`config.mk`:
```
export PLATFORM = sky130hd
export DESIGN_NAME = opb_register_simulink2ppc_fifo
export DESIGN_NICKNAME = d
export VERILOG_FILES = /design/src/rtl/opb_register_simulink2ppc_fifo.sv
export SDC_FILE = /design/constraint.sdc
export NUM_CORES = 1
export LEC_CHECK = 0
export BUFFER_PORTS_ARGS = -buffer_cell sky130_fd_sc_hd__clkbuf_2
export CAP_MARGIN = 0
export CORE_MARGIN = 2
export CORE_UTILIZATION = 59
export DETAILED_ROUTE_END_ITERATION = 6
export PLACE_DENSITY = 0.81
export SLEW_MARGIN = 25
export SYNTH_ARGS = -nofsm -noshare
export SYNTH_HDL_FRONTEND = slang
export SYNTH_SLANG_ARGS = --single-unit
```
`constraint.sdc`:
```
create_clock -name OPB_Clk -period 8.5 [get_ports OPB_Clk]
set_input_delay 0 -clock OPB_Clk [delete_from_list [all_inputs] [get_ports OPB_Clk]]
set_output_delay 0 -clock OPB_Clk [all_outputs]
set_load 0.02 [all_outputs]
```
`src/rtl/opb_register_simulink2ppc_fifo.sv`:
```
// OPB slave readback register: user fabric pushes 32-bit words into a small FIFO,
// the PPC drains it through DATA, monitors it through STATUS and flushes/clears via CTRL.
//
// state | meaning
// ------+--------------------------------------------------------------
// IDLE  | waiting for a decoded OPB hit
// ACK   | one-cycle transfer acknowledge, read data driven on Sl_DBus
module opb_register_simulink2ppc_fifo #(
    parameter logic [31:0] C_BASEADDR   = 32'h01004A00,
    parameter logic [31:0] C_HIGHADDR   = 32'h01004AFF,
    parameter int          C_OPB_AWIDTH = 32,
    parameter int          C_OPB_DWIDTH = 32,
    parameter string       C_FAMILY     = "virtex5",
    parameter int          C_DEPTH_LOG2 = 2
) (
    input  logic                        OPB_Clk,
    input  logic                        OPB_Rst_n,
    input  logic [0:C_OPB_AWIDTH-1]     OPB_ABus,
    input  logic [0:C_OPB_DWIDTH/8-1]   OPB_BE,
    input  logic [0:C_OPB_DWIDTH-1]     OPB_DBus,
    input  logic                        OPB_RNW,
    input  logic                        OPB_select,
    input  logic                        OPB_seqAddr,
    output logic [0:C_OPB_DWIDTH-1]     Sl_DBus,
    output logic                        Sl_xferAck,
    output logic                        Sl_errAck,
    output logic                        Sl_retry,
    output logic                        Sl_toutSup,
    input  logic [31:0]                 user_data_in,
    input  logic                        user_valid,
    output logic                        user_full
);

    localparam int                      DEPTH    = 1 << C_DEPTH_LOG2;
    localparam logic [C_DEPTH_LOG2:0]   FILL_MAX = {1'b1, {C_DEPTH_LOG2{1'b0}}};
    localparam logic [C_DEPTH_LOG2:0]   FILL_ONE = (C_DEPTH_LOG2+1)'(1);
    localparam logic [C_DEPTH_LOG2-1:0] PTR_ONE  = C_DEPTH_LOG2'(1);

    typedef enum logic {S_IDLE, S_ACK} state_t;

    state_t                  r_state;
    state_t                  w_state_nxt;
    logic [31:0]             r_mem [DEPTH];
    logic [C_DEPTH_LOG2-1:0] r_wr_ptr;
    logic [C_DEPTH_LOG2-1:0] r_rd_ptr;
    logic [C_DEPTH_LOG2:0]   r_fill;
    logic [C_DEPTH_LOG2:0]   w_fill_nxt;
    logic                    r_overflow;
    logic [15:0]             r_drop_cnt;
    logic [31:0]             r_rdata;
    logic [31:0]             w_rdata_nxt;
    logic                    r_full;

    logic                    w_in_range;
    logic                    w_hit;
    logic [1:0]              w_off;
    logic                    w_ctrl;
    logic                    w_flush;
    logic                    w_clear;
    logic                    w_fifo_full;
    logic                    w_pop;
    logic                    w_push;
    logic                    w_drop;
    logic [31:0]             w_status;
    logic                    w_unused;

    assign w_in_range = (OPB_ABus >= C_BASEADDR) && (OPB_ABus <= C_HIGHADDR);
    assign w_hit      = OPB_select && w_in_range && (r_state == S_IDLE);
    assign w_off      = OPB_ABus[28:29];

    assign w_ctrl  = w_hit && !OPB_RNW && (w_off == 2'd2) && OPB_BE[3];
    assign w_flush = w_ctrl && OPB_DBus[31];
    assign w_clear = w_ctrl && OPB_DBus[30];

    // A pop on the hit edge frees the slot a same-cycle push needs; flush overrides both.
    assign w_fifo_full = (r_fill == FILL_MAX);
    assign w_pop       = w_hit && OPB_RNW && (w_off == 2'd0) && (r_fill != '0);
    assign w_push      = user_valid && !w_flush && (!w_fifo_full || w_pop);
    assign w_drop      = user_valid && !w_flush && w_fifo_full && !w_pop;

    assign w_status = {r_drop_cnt, 7'd0, r_overflow, 8'(r_fill)};

    always_comb begin
        w_state_nxt = r_state;
        case (r_state)
            S_IDLE: if (w_hit) w_state_nxt = S_ACK;
            S_ACK:  w_state_nxt = S_IDLE;
            default: w_state_nxt = S_IDLE;
        endcase
    end

    always_comb begin
        w_rdata_nxt = '0;
        if (w_hit && OPB_RNW) begin
            case (w_off)
                2'd0:    if (r_fill != '0) w_rdata_nxt = r_mem[r_rd_ptr];
                2'd1:    w_rdata_nxt = w_status;
                default: w_rdata_nxt = '0;
            endcase
        end
    end

    always_comb begin
        w_fill_nxt = r_fill;
        if (w_flush)
            w_fill_nxt = '0;
        else if (w_push && !w_pop)
            w_fill_nxt = r_fill + FILL_ONE;
        else if (w_pop && !w_push)
            w_fill_nxt = r_fill - FILL_ONE;
    end

    always_ff @(posedge OPB_Clk) begin
        if (!OPB_Rst_n) begin
            r_state    <= S_IDLE;
            r_wr_ptr   <= '0;
            r_rd_ptr   <= '0;
            r_fill     <= '0;
            r_overflow <= 1'b0;
            r_drop_cnt <= '0;
            r_rdata    <= '0;
            r_full     <= 1'b0;
        end else begin
            r_state <= w_state_nxt;
            r_rdata <= w_rdata_nxt;
            r_fill  <= w_fill_nxt;
            r_full  <= (w_fill_nxt == FILL_MAX);
            if (w_flush) begin
                r_wr_ptr <= '0;
                r_rd_ptr <= '0;
            end else begin
                if (w_push) r_wr_ptr <= r_wr_ptr + PTR_ONE;
                if (w_pop)  r_rd_ptr <= r_rd_ptr + PTR_ONE;
            end
            // Clear beats a coincident drop so software sees a clean slate.
            if (w_clear) begin
                r_overflow <= 1'b0;
                r_drop_cnt <= '0;
            end else if (w_drop) begin
                r_overflow <= 1'b1;
                if (r_drop_cnt != 16'hFFFF) r_drop_cnt <= r_drop_cnt + 16'd1;
            end
        end
    end

    always_ff @(posedge OPB_Clk) begin
        if (w_push) r_mem[r_wr_ptr] <= user_data_in;
    end

    assign Sl_DBus    = r_rdata;
    assign Sl_xferAck = (r_state == S_ACK);
    assign Sl_errAck  = 1'b0;
    assign Sl_retry   = 1'b0;
    assign Sl_toutSup = 1'b0;
    assign user_full  = r_full;

    assign w_unused = ^{OPB_seqAddr, OPB_BE[0:2], OPB_DBus[0:29], (C_FAMILY == "")};

endmodule

```
* Word level (Yosys, flattened, before mapping)
Memory sizes are Yosys's and may differ from the RTL's. A register that Yosys moved wholly into a read port is not among the register bits.
Cells that the tools add are included.
** Storage, ports and cells
- Bits in registers :: 58
- Memory bits (writable) :: 128
- Word-level logic and storage cells :: 63
- Memories kept :: 1
** Memories
- r_mem :: depth 4, width 32, read ports 1, clocked after Yosys merged registers in 1, write ports 1, line 43 : logic [31:0] r_mem [DEPTH];
** Cells by class
- Add/sub/neg operators :: 5
- Magnitude comparators :: 2
- Equality and inequality tests :: 5
- Mux-type cells :: 11
- Bitwise logic cells :: 2
- Reduce and logical (&&, ||, !) cells :: 29
** Operators with widths (count)
- $pmux 32 s2 :: 1
- $ge 32x25->1 const B :: 1
- $le 32x25->1 const B :: 1
- $mux 32 :: 1
- $logic_and 1x1->1 :: 17
- $add 16x1->16 const B :: 1
- $ne 16x16->1 const B :: 1
- $mux 3 :: 3
- $eq 3x3->1 const B :: 2
- $logic_not 1->1 :: 5
- $add 2x1->2 const B :: 2
- $mux 2 :: 2
- $reduce_and 2->1 :: 2
- $reduce_or 2->1 :: 2
- $add 3x1->3 const B :: 1
- $mux 1 :: 3
- $reduce_bool 3->1 :: 1
- $sub 3x1->3 const B :: 1
- $eq 2x1->1 const B :: 1
- $eq 2x2->1 const B :: 1
- $logic_not 2->1 :: 1
- $not 1->1 :: 2
- $pmux 1 s2 :: 1
- $logic_or 1x1->1 :: 1

* Depth between registers and ports, before layout
Gate-level depths: netlist (run 1).
- Word-level depth :: 17
- Mapped depth :: 9
- Gate-level depth less buffers :: 8

* Worst setup path after synthesis (run 1)
OpenSTA, ideal clock, no wires.
- Path type :: register to register
- Start :: register r_fill[0]
- End :: memory r_mem[0][0], enable pin
- Library setup time :: 0.392 ns
- Data arrival time :: 2.508 ns
- Data required time :: 8.108 ns
- Slack :: 5.600 ns
- Cell stages (with the launch flop) :: 8
- Cell sequence :: dfxtp_1 inv_1 ha_1 nand2b_1 nand3_1 nor4_2 o211a_1 and2_1
** On the way
- Word-level cells in the longest chain between the ends :: 6
- Elaborated cells between the ends (all ways) :: 8
- Those cells by class :: eq/ne (1); mux (2); reduce/logical (5)
** RTL lines
- start, declared :: line 46 : logic [C_DEPTH_LOG2:0] r_fill;
- start signal, assigned :: line 126 : r_fill <= w_fill_nxt;
- $eq 3x3->1 / $reduce_bool 3->1 (equally long branches) :: line 76, 77
- $logic_not 1->1 / $logic_and 1x1->1 (equally long branches) :: line 78, 77
- $logic_or 1x1->1 * :: line 78 : assign w_push = user_valid && !w_flush && (!w_fifo_full || w_pop);
- $logic_and 1x1->1 * :: line 78
- $mux 1 * :: line 147 : if (w_push) r_mem[r_wr_ptr] <= user_data_in;
- $mux 1 (implied by the code) * :: line 147
- end, declared :: line 43
Every way passes the cells marked *; elsewhere a longest branch is shown, timed or not.

* Worst setup path in the final report (run 1)
- Start :: register r_fill[0]
- End :: memory r_mem[1][18], enable pin
Same word-level chain as after synthesis.

==> out/metrics.yaml, run 1 <==
outcome: "complete, no violations"
ys_ff_latch: 188
port_buffers: 105
worstPathMaxFanout: 32
power_per_cell_area_nw_per_um2: 211
hold_path.startpoint: "OPB_DBus[30]"
row_count: 40
insertedDiodeCount: 0
cp_slowest_cell: "nor4_2"
synth_seq_area_share_pct: 68.9
synth.cell_area_um2: 7320
number_of_detailed_routing_iterations_run_before_antenna_repair: 4
non_filler_cell_area_final_um2: 8920
grtUsageTotal_pct: 23.9
timing.rr.end: "r_mem[1][18]$_DFFE_PP_"
critical_path_buf_inv_count: 2
max-cap-violations: 0
finalWeightedCongestion: 0.828
synthesis.area_per_instance_um2: 15.7
worstMarginPinSlew_ns: 0.890
timing.reg2reg.worst_path_depth: 8
clock-sinks: 188
grt.overflow.total: 0
chipHeight_um: 115
dr.first_iter.drc_count: 312
die_area_um2: 13300
die_w_um: 115
postRouteWirelength_mm: 15.2
timing.hold.worst.class: "primary input to flip-flop"
post_cts.repair.setup_buffers: 0
yosysUniqueCellTypes: 54
clock_path_buffers: 2
path_clk_slew_ns: 0.07
detailroute.via_count: 4515
cts_tree: "yes"
maxClockFrequency_mhz: 327
cts-root-buf: "clkbuf_16"
min_path_cells: 4
clock_tree.htree_level_count: 4
synth_flop_cell: "edfxtp_1"
timing.critical_path.slowest_cell_delay_ns: 0.67
type_of_the_worst_setup_path: "flip-flop to flip-flop"
reg2reg_slack_ns: 5.45
setup.worst_path.end_class: "flip-flop"
timing.hold.ws_ns: 0.0747
detail_route.vias_per_cell: 5.72
layout-area-overhead-vs-synth_pct: 21.9
grt_pass1_vias: 4558
hold-path-endpoint: "r_drop_cnt[2]$_SDFFE_PP0P_"
worst_skew_pair.late_latency_ns: 0.43
maxSlewViolCount: 0
util_after_layout_pct: 74.0
timing.critical_path.arrival_ns: 3.12
sum_of_net_half_perimeters_after_detailed_placement_mm: 9.04
initial_utilization_pct: 60.7
number_of_synthesized_flops_with_an_enable_pin: 128
static-leakage-power_nw: 3.15
synth-warning-count: 0
max_slew_margin_pct: 39.9
grt_antenna_before_repair: 0
timing.setup.tns_ns: 0
path_cells: "inv_1 -> ha_1 -> nand2b_1 -> nand3_1 -> nor4_2 -> o211a_1 -> and2_1 -> buf_4"
finalCriticalPeriod_ns: 3.05
final-hold-violation-count: 0
r2r-start: "r_fill[0]$_SDFF_PN0_"
synth_instances: 465
async_reset_ff_share_pct: 0
grt_pass1_wl_mm: 23.3
numCtsBuffers: 17
setup_repair_after_global_routing_missed_its_margin: "no"
core_region_area_um2: 12100
final_min_period_over_clock_period_pct: 35.9
io_pins: 143
worst_path_dominant_cell_family: "simple AND/OR/NAND/NOR gates"
wl_per_cell_um: 19.2
worst_clock_skew_ns: 0.00770
drcViolationCount: 0
post_route_ant_nets: 0
critPathRequiredTime_ns: 8.56
finalSetupViolations: 0
grt_max_degree: 33
number_of_nets_in_the_layout: 723
peakVddDrop_v: 0.000155
drive_above_1_share_pct: 30.1
place_area_um2: 8020
cp-start-kind: "flip-flop"
-- repair_timing --
action,CTS,global route
gates resized for setup,0,0
hold buffers,34,0
endpoints found under the hold margin,131,0
-- metal layers --
metal | vias up | global-route usage, % | part of all wire, %
li1 | 2089 | - | -
met1 | 2231 | 29.7 | 40
met2 | 172 | 41.7 | 53
met3 | 23 | 4.90 | 5.1
met4 | 0 | 9.08 | 1.9
met5 | - | 0 | 0
-- cell families (layout without fill, tap and decap cells) --
group / count (synthesis) / in the layout / synth area share, %
buffers and inverters: 29 / 184 / 1.68
xor gates and xnor gates: 15 / 15 / 1.80
and+or+nand+nor: 137 / 137 / 10.7
muxes: 35 / 35 / 10.3
adders and majority gates: 8 / 8 / 1.37
DFF: 188 / 188 / 68.9
AOI/OAI and AO/OA: 52 / 52 / 5.23
other: 1 / 3 / 0.0512
-- how the worst max path moves through the flow --
| stage | end | cells after the start | slack, ns | from |
|---|---|---|---|---|
| 3_5_place_dp | r_mem[0][10]$_DFFE_PP_ | 8 | 5.46 | r_fill[0]$_SDFF_PN0_ |
| 4_1_cts | r_mem[1][18]$_DFFE_PP_ | 8 | 5.46 | r_fill[0]$_SDFF_PN0_ |
| 6_report | r_mem[1][18]$_DFFE_PP_ | 8 | 5.45 | r_fill[0]$_SDFF_PN0_ |
| 5_1_grt | r_mem[1][28]$_DFFE_PP_ | 8 | 5.25 | r_fill[0]$_SDFF_PN0_ |
| 2_1_floorplan | r_mem[0][0]$_DFFE_PP_ | 7 | 5.60 | r_fill[0]$_SDFF_PN0_ |
| 3_3_place_gp | r_mem[3][10]$_DFFE_PP_ | 8 | 5.55 | r_fill[0]$_SDFF_PN0_ |
-- layout make-up --
cell class              count  area [um^2]
multi-input cells         250         2170
inverters                   6         22.5
clock buffers              19          443
clock inverters            13          116
repair buffers            146          918
well taps                 168          210
flip-flops and latches    188         5050
fillers                   738         3140
-- tightest hold or removal path, stage by stage --
cell      delay (ns)
clkbuf_2        0.08
nand2_1         0.10
o31ai_4         0.16
nor2_1          0.13
-- power breakdown --
group          total, W  leakage [nW]  switching (W)  internal, W
Sequential      0.00102          1.66      0.0000102      0.00101
Clock          0.000746         0.256       0.000334     0.000412
Combinational  0.000111          1.23      0.0000610    0.0000504
-- cell usage in the layout, fill, tap and decap left out, types with 2 or more instances in the layout --
master	n
a21oi_1	6
a22oi_1	20
a31oi_1	2
a41oi_1	2
and2_1	9
and3_1	6
and4_1	6
and4bb_2	2
buf_4	7
clkbuf_16	17
clkbuf_2	105
clkinvlp_4	5
conb_1	3
dfxtp_1	59
dlygate4sd3_1	34
edfxtp_1	128
ha_1	8
inv_1	6
inv_6	3
mux2i_1	3
mux4_2	32
nand2_1	15
nand2b_1	2
nand3_1	13
nand4_1	7
nor2_1	40
nor2b_1	13
nor3_1	2
nor4_1	4
o21ai_0	9
or3_1	5
or4_1	3
xnor2_1	4
xor2_1	11
-- flip-flops by register name (all words and copies together) (netlist names), named ones only --
| register | count |
|---|---|
| Sl_DBus | 32 |
| r_rd_ptr | 2 |
| r_overflow | 1 |
| r_fill | 3 |
| r_drop_cnt | 16 |
| r_mem | 128 |
| Sl_xferAck | 1 |
| r_wr_ptr | 2 |
| user_full | 1 |
-- Yosys cell counts (3+ instances only) --
| master | number | area [um^2] |
|---|---|---|
| clkbuf_1 | 18 | 67.6 |
| and2_1 | 9 | 56.3 |
| nand3_1 | 13 | 65.1 |
| and4_1 | 6 | 52.6 |
| and3_1 | 6 | 37.5 |
| nor2_1 | 40 | 150 |
| edfxtp_1 | 128 | 3840 |
| dfxtp_1 | 60 | 1200 |
| nor2b_1 | 13 | 81.3 |
| a22oi_1 | 20 | 150 |
| inv_1 | 6 | 22.5 |
| buf_4 | 3 | 22.5 |
| xor2_1 | 11 | 96.3 |
| or3_1 | 5 | 31.3 |
| nor4_1 | 4 | 25.0 |
| xnor2_1 | 4 | 35.0 |
| mux2i_1 | 3 | 30.0 |
| nand4_1 | 7 | 43.8 |
| nand2_1 | 15 | 56.3 |
| or4_1 | 3 | 22.5 |
| a21oi_1 | 6 | 30.0 |
| o21ai_0 | 9 | 45.0 |
| mux4_2 | 32 | 721 |
| ha_1 | 8 | 100 |
-- metrics by stage --
stage / instances / power, W / setup slack (ns)
2_1_floorplan: 467 / 0.00109 / 5.60
3_3_place_gp: 724 / 0.00113 / 5.55
3_5_place_dp: 724 / 0.00114 / 5.46
4_1_cts: 790 / 0.00188 / 5.46
5_1_grt: 790 / 0.00193 / 5.25
6_report: 790 / 0.00188 / 5.45
Note: power is estimated with default switching activity, not from simulation.
==> run 2: changes to the inputs <==
- CORE_UTILIZATION: 59 -> 49
- PLACE_DENSITY: 0.81 -> 0.72
- clock period: 8.5 -> 2.8 ns (I/O delays scaled with it)
==> run 2 against run 1 <==
Utilization shrank 12 points. Critical path type unchanged. Sequential power increased to 3.0 times the previous value. Setup slack worse by 5.1 ns. Register-to-register slack got worse by 5.1 ns. Clock power rose to 3.0 times the previous value. Via count is 1.2% lower. Hold slack gained 0.0049 ns. Largest power group unchanged. Global-route usage shrank 5.0 points. Maximum frequency up 22%. Wire length shrank 5.3%. Die area increased by 20%. Largest cell class unchanged.
==> out/metrics.yaml, run 2 (synthesized netlist as in run 1, its figures left out) <==
clock_path_buffers: 2
postRouteWirelength_mm: 14.4
maxSlewViolCount: 0
clock_tree.htree_level_count: 4
die_area_um2: 15900
setup.worst_path.end_class: "flip-flop"
type_of_the_worst_setup_path: "flip-flop to flip-flop"
peakVddDrop_v: 0.000481
critPathRequiredTime_ns: 2.90
row_count: 44
timing.hold.worst.class: "primary input to flip-flop"
wl_per_cell_um: 17.6
insertedDiodeCount: 0
max_slew_margin_pct: 52.6
port_buffers: 105
area.sequential_um2: 5050
fillCellCount: 1048
die_w_um: 126
worstPathMaxFanout: 19
worst_skew_pair.late_latency_ns: 0.43
detail_route.vias_per_cell: 5.46
drcViolationCount: 0
cp-start-kind: "flip-flop"
grt_pass1_vias: 4615
path_cells: "inv_1 -> ha_1 -> nand2b_1 -> nand3_1 -> nor4_2 -> o211a_1 -> and2_2 -> buf_4"
min_path_cells: 4
number_of_detailed_routing_iterations_run_before_antenna_repair: 4
grt.overflow.total: 0
mostFrequentLayoutCell: "edfxtp_1"
timing.reg2reg.worst_path_depth: 8
path_clk_slew_ns: 0.07
timing.rr.end: "r_mem[3][2]$_DFFE_PP_"
chipHeight_um: 126
grt_antenna_before_repair: 0
setup_slack_ns: 0.299
largest_register_ff_count: 128
outcome: "complete, no violations"
cts-root-buf: "clkbuf_16"
maxClockFrequency_mhz: 400
final-hold-violation-count: 0
cts_tree: "yes"
initial_utilization_pct: 50.2
multi_input_comb_area_um2: 2160
final_min_period_over_clock_period_pct: 89.3
cp_slowest_cell: "dfxtp_1"
r2r-start: "r_fill[0]$_SDFF_PN0_"
sum_of_net_half_perimeters_after_detailed_placement_mm: 9.79
layout-area-overhead-vs-synth_pct: 23.7
dr.first_iter.drc_count: 360
finalSetupViolations: 0
io_pins: 143
detailroute.via_count: 4459
finalCriticalPeriod_ns: 2.50
static-leakage-power_nw: 3.22
hold_path.startpoint: "OPB_DBus[31]"
post-place-ws_ns: 0.314
clock-sinks: 188
timing.setup.tns_ns: 0
worst_clock_skew_ns: 0.0172
finalWeightedCongestion: 0.852
grtUsageTotal_pct: 19.0
timing.critical_path.slowest_cell_delay_ns: 0.37
worstMarginPinSlew_ns: 0.710
setup_repair_after_global_routing_missed_its_margin: "no"
core_region_area_um2: 14600
post_route_ant_nets: 0
number_of_nets_in_the_layout: 734
regMostFlops: "r_mem"
grt_max_degree: 26
timing.critical_path.arrival_ns: 2.60
max-cap-violations: 0
power_per_cell_area_nw_per_um2: 625
numCtsBuffers: 17
post_cts.repair.setup_buffers: 0
grt_pass1_wl_mm: 23.1
final_cell_mix: "edfxtp_1 (128), clkbuf_2 (105), dfxtp_1 (59)"
drive_above_1_share_pct: 32.2
hold-path-endpoint: "user_full$_SDFF_PN0_"
reg2reg_slack_ns: 0.30
## run 2: cell types whose count changed in the layout (fill, tap and decap cells not counted), sizes merged
cell      change
buf          +11
bufinv        -1
clkbuf        -2
clkinvlp      -3
inv           +6
## run 2: final cells by class
| type | instances | area share [%] |
|---|---|---|
| Multi-Input combinational cell | 250 | 23.9 |
| Tap cell | 184 | 2.54 |
| Clock inverter | 15 | 1.37 |
| Inverter | 6 | 0.249 |
| Clock buffer | 17 | 4.70 |
| Sequential cell | 188 | 55.8 |
| Timing Repair Buffer | 157 | 11.5 |
## run 2: timing repair
item,CTS,global route
setup endpoints to repair,0,0
hold endpoints to repair,131,0
hold buffers,34,0
gates resized for setup,0,0
## run 2: how the worst max path moves through the flow
| stage | from | end | slack (ns) | cells after the start |
|---|---|---|---|---|
| floorplan | r_fill[0]$_SDFF_PN0_ | r_mem[0][0]$_DFFE_PP_ | 0.23 | 7 |
| global placement | r_fill[0]$_SDFF_PN0_ | r_mem[3][5]$_DFFE_PP_ | 0.38 | 8 |
| detailed placement | r_fill[0]$_SDFF_PN0_ | r_mem[3][13]$_DFFE_PP_ | 0.31 | 8 |
| CTS | r_fill[0]$_SDFF_PN0_ | r_mem[3][2]$_DFFE_PP_ | 0.28 | 8 |
| global route | r_fill[0]$_SDFF_PN0_ | r_mem[3][17]$_DFFE_PP_ | 0.08 | 8 |
| finish | r_fill[0]$_SDFF_PN0_ | r_mem[3][2]$_DFFE_PP_ | 0.30 | 8 |
## run 2: power breakdown
part           leakage, nW  internal (W)  switching (W)  total, W
logic                 1.30      0.000168       0.000183  0.000351
clock network        0.263       0.00116        0.00105   0.00221
registers             1.66       0.00307      0.0000269   0.00310
## run 2: routing by layer
metal,wire (um),GRT usage [%]
met5,0,0
met4,166,7.05
met3,757,4.55
met2,7220,32.0
met1,6230,24.0
## run 2: stage by stage
step	power [W]	util, %	instances	hold slack, ns	instance area (um^2)
after global routing	0.00585	62.0	817	0.124	9050
after CTS	0.00571	62.0	817	0.0572	9050
after detailed placement	0.00347	55.9	751	0.221	8160
final	0.00566	62.0	817	0.0796	9050
after global placement	0.00345	55.9	751	0.214	8160
after floorplan	0.00331	-	467	0.0989	7330
## run 2: critical path, delay by kind of cell (launching register included)
| family | cells | cell delay [ns] |
|---|---|---|
| AOI/OAI and AO/OA | 1 | 0.32 |
| and+or+nand+nor | 4 | 0.83 |
| DFF | 1 | 0.37 |
| buffers and inverters | 2 | 0.40 |
| adders and majority gates | 1 | 0.24 |
